[config.mk]
export PLATFORM = sky130hd
export DESIGN_NAME = crc8_lfsr
export DESIGN_NICKNAME = d
export VERILOG_FILES = /design/src/rtl/crc8_lfsr.sv
export SDC_FILE = /design/constraint.sdc
export NUM_CORES = 1
export LEC_CHECK = 0
export ABC_AREA = 1
export CAP_MARGIN = 5
export CORE_ASPECT_RATIO = 1.2
export CORE_UTILIZATION = 49
export DETAILED_ROUTE_END_ITERATION = 12
export HOLD_SLACK_MARGIN = 0.15
export PLACE_DENSITY = 0.76
export SLEW_MARGIN = 20
export SYNTH_ARGS = -nofsm -noshare
export SYNTH_HDL_FRONTEND = slang
export SYNTH_SLANG_ARGS = --single-unit
[constraint.sdc]
create_clock -name CLK -period 3.7 [get_ports CLK]
set_input_delay 0.37 -clock CLK [delete_from_list [all_inputs] [get_ports CLK]]
set_output_delay 0.37 -clock CLK [all_outputs]
set_load 0.02 [all_outputs]
[src/rtl/crc8_lfsr.sv]
// Serial CRC-8 generator: Galois LFSR absorbs one message bit per clock, then shifts the CRC out LSB first.
// Optional macro CRC_DONE_PULSE_EN adds a one-cycle Done pulse when an output phase completes.
module crc8_lfsr #(
  parameter int               WIDTH = 8,
  parameter logic [WIDTH-1:0] SEED  = 8'hD8,
  parameter logic [WIDTH-1:0] TAPS  = 8'b0100_0100
) (
  input  logic CLK,
  input  logic RST,
  input  logic ACTIVE,
  input  logic DATA,
  output logic CRC,
  output logic Valid
`ifdef CRC_DONE_PULSE_EN
  , output logic Done
`endif
);

  localparam int            CW   = $clog2(WIDTH + 1);
  localparam logic [CW-1:0] LAST = CW'(WIDTH);

  typedef enum logic [1:0] {IDLE, CALC, OUT} state_t;

  state_t           state;
  logic [WIDTH-1:0] lfsr;
  logic [CW-1:0]    cnt;

  // One absorb step: feedback enters the MSB and is folded into every tapped bit.
  function automatic logic [WIDTH-1:0] step(input logic [WIDTH-1:0] s, input logic d);
    logic [WIDTH-1:0] n;
    logic             fb;
    fb         = d ^ s[0];
    n[WIDTH-1] = fb;
    for (int i = 0; i < WIDTH - 1; i++) n[i] = s[i+1] ^ (TAPS[i] & fb);
    return n;
  endfunction

  always_ff @(posedge CLK) begin
    if (RST) begin
      state <= IDLE;
      lfsr  <= SEED;
      cnt   <= '0;
      CRC   <= 1'b0;
      Valid <= 1'b0;
`ifdef CRC_DONE_PULSE_EN
      Done  <= 1'b0;
`endif
    end else begin
`ifdef CRC_DONE_PULSE_EN
      Done <= 1'b0;
`endif
      case (state)
        IDLE: begin
          if (ACTIVE) begin
            lfsr  <= step(lfsr, DATA);
            state <= CALC;
          end
        end
        CALC: begin
          if (ACTIVE) begin
            lfsr <= step(lfsr, DATA);
          end else begin
            CRC   <= lfsr[0];
            lfsr  <= {1'b0, lfsr[WIDTH-1:1]};
            Valid <= 1'b1;
            cnt   <= CW'(1);
            state <= OUT;
          end
        end
        OUT: begin
          if (ACTIVE) begin
            // New frame interrupts the output: restart from the seed with this bit.
            CRC   <= 1'b0;
            Valid <= 1'b0;
            lfsr  <= step(SEED, DATA);
            cnt   <= '0;
            state <= CALC;
          end else if (cnt == LAST) begin
            CRC   <= 1'b0;
            Valid <= 1'b0;
            lfsr  <= SEED;
            cnt   <= '0;
            state <= IDLE;
`ifdef CRC_DONE_PULSE_EN
            Done  <= 1'b1;
`endif
          end else begin
            CRC  <= lfsr[0];
            lfsr <= {1'b0, lfsr[WIDTH-1:1]};
            cnt  <= cnt + CW'(1);
          end
        end
        default: state <= IDLE;
      endcase
    end
  end

endmodule

==> out/results.txt <==
outcome: finished, final reports clean
GR Overflow Total: 0
overall routing resource usage: 0.207
DP Worst Slack: 1.90 ns
post-synth top area cell: dfxtp_1
vias post-DR: 911
Yosys warning count: 0
flip-flop and latch area: 320 sq um
Slowest cell on crit path: clkdlybuf4s50_1
Seq/Total Area, Yosys: 0.338
area occupied by multi-input gates: 543 sq um
Peak VDD IR: 0.000257 V
Fmax achieved: 0.627 GHz
die width: 42.1 um
# nets final: 160
DRT iter0 DRCs: 51
count of final setup violators: 0
DR DRC count: 0
Least-Margin Pin Slew: 0.343 ns
crit-path max cell delay: 0.60 ns
setup bufs post-CTS: 0
Synth Net Count: 152
unrepaired setup endpoints after global routing: false
Worst Hold Depth: 2
CTS H-tree depth: 1
post-route ant nets: 0
Detailed Place HPWL: 1550 um
worst reg2reg path startpoint: state[0]
Leak Pwr: 0.499 nW
Routed Wire Length: 2010 um
IO Pins: 6
type of origin of the critical path: flop
die height: 50.2 um
critical path peak fanout: 2
CP cell instances: clkdlybuf4s50_1
Netlist cell types: 22
main area contributors after synthesis: dfxtp_1 (34%), nand2_1 (19%), ha_1 (7.9%)
CTS Buf Count: 3
Port Buffers: 5
asr flop ratio synth: 0
reg-to-reg endpoint: state[0]
most common cell in the netlist: nand2_1
Slew HR: 0.771
reg2reg path depth: 8
number of synthesized register bits: 16
CP arrival: 1.23 ns
Min-Delay Startpoint: Valid
layout cell share with drive strength beyond 1: 0.0671
Post-synth top cells: nand2_1 (48), dfxtp_1 (16), inv_1 (15), a21oi_1 (14), nand3_1 (12)
# hold bufs at CTS: 0
max-cap viol count: 0
endpoints failing hold: 0
Max Root-Sink Buffers: 2
Required @ worst endpoint: 3.33 ns
ant diodes: 0
Syn Area/Cell: 6.67 sq um
largest net degree at the start of global routing: 14
Rows: 17
Hold EP: Valid
worst min path class: reg -> reg
wl on met1: 926 um
post-DR wirelength/cell: 11.9 um
CP Capture Type: output port
GPL Wtd Cong: 0.884
Cells after Synth: 142
first-pass GRT wire length: 3390 um
Final Cycle Share: 0.431
setup_tns: 0 ns
DR top layer: met4
area of the core: 1830 sq um
Initial Util: 0.518
initial antenna violation count: 0
CP delay by family, top: buffers and inverters
Syn-to-layout area delta: 9.91%
Hold WS: 0.465 ns
post-DR vias/cell: 5.42
Setup CP Type: reg -> out
router iterations before antenna repair: 4
pwr dens: 505 nW/um^2
Period minus WS final: 1.60 ns
CTS tree: built
Clock transition at path regs: 0.10 ns
ys flop type: dfxtp_1
clk_lat worst skew: 0.29 ns
clk root buf: clkbuf_4
length of routed met3 wiring: 80 um
Clock Sinks: 16
Pins Over Slew Limit: 0
Worst Clk Skew: 0.00512 ns
CTS resizes: 0
top-area cell type share of the netlist area: 0.338
Post-synth EDFFs: 0
r2r setup slk: 2.16 ns
Final Worst Setup Slack: 2.10 ns
synthesized area: 947 sq um
die area: 2110 sq um
DR WL met2: 946 um
vias in the first global route: 846
FILL cells: 176
Bufs and invs on worst path: 1
-- layout make-up --
cell class,count,area share
Multi-Input combinational cell,106,0.522
Sequential cell,16,0.308
Inverter,18,0.0649
Timing Repair Buffer,5,0.0481
Clock buffer,4,0.0349
Tap cell,19,0.0228
-- registers in the layout, summed over array words and instances, names as in the netlist --
register  cells
lfsr          8
Valid         1
CRC           1
cnt           4
state         2
-- where the power goes --
| group | internal [mW] | total [mW] | switching (mW) | leakage [nW] |
|---|---|---|---|---|
| registers | 0.201 | 0.224 | 0.0233 | 0.132 |
| logic | 0.0717 | 0.186 | 0.115 | 0.346 |
| clock network | 0.0599 | 0.115 | 0.0553 | 0.0210 |
| total | 0.332 | 0.526 | 0.193 | 0.499 |
-- cells by family (layout without fill, tap and decap cells) --
family | Yosys count | count (layout) | share of synthesized area
xor+xnor | 1 | 1 | 0.00925
flops | 16 | 16 | 0.338
fa+ha+maj | 6 | 6 | 0.0793
buf+inv | 20 | 27 | 0.0885
compound gates | 31 | 31 | 0.192
simple gates | 68 | 68 | 0.293
-- worst max-delay path by stage --
| stage | end | slack [ns] | from | cells past startpoint |
|---|---|---|---|---|
| after floorplan | lfsr[4] | 2.38 | state[0] | 7 |
| after global placement | lfsr[4] | 1.95 | ACTIVE | 6 |
| after detailed placement | lfsr[5] | 1.90 | ACTIVE | 6 |
| after CTS | CRC | 2.10 | CRC | 1 |
| after global routing | state[0] | 1.98 | state[0] | 8 |
| final | CRC | 2.10 | CRC | 1 |
-- metrics by stage --
stage / cell area, sq um / cells / utilization / total power, mW
after detailed placement: 1000 / 164 / 0.549 / 0.411
after floorplan: 947 / 142 / - / 0.369
after global placement: 1000 / 164 / 0.549 / 0.407
after CTS: 1040 / 168 / 0.569 / 0.525
final: 1040 / 168 / 0.569 / 0.526
after global routing: 1040 / 168 / 0.569 / 0.561
-- cell usage in the layout (no fill, tap or decap), types with 3 or more instances in the layout --
cell             netlist  routed
nand2_1               48      48
o21ai_0                4       4
o21ai_1                7       7
nor2_1                 5       5
clkdlybuf4s50_1        0       5
dfxtp_1               16      16
inv_2                  3       3
ha_1                   6       6
nand3_1               12      12
clkbuf_4               0       3
a21oi_1               14      14
inv_1                 15      15
-- per-layer routing --
layer / track usage / vias up
li1: - / 477
met1: 0.249 / 392
met2: 0.362 / 32
met3: 0.0252 / 10
met4: 0.104 / 0
met5: 0 / -
Note: power is estimated with default switching activity, not from simulation.
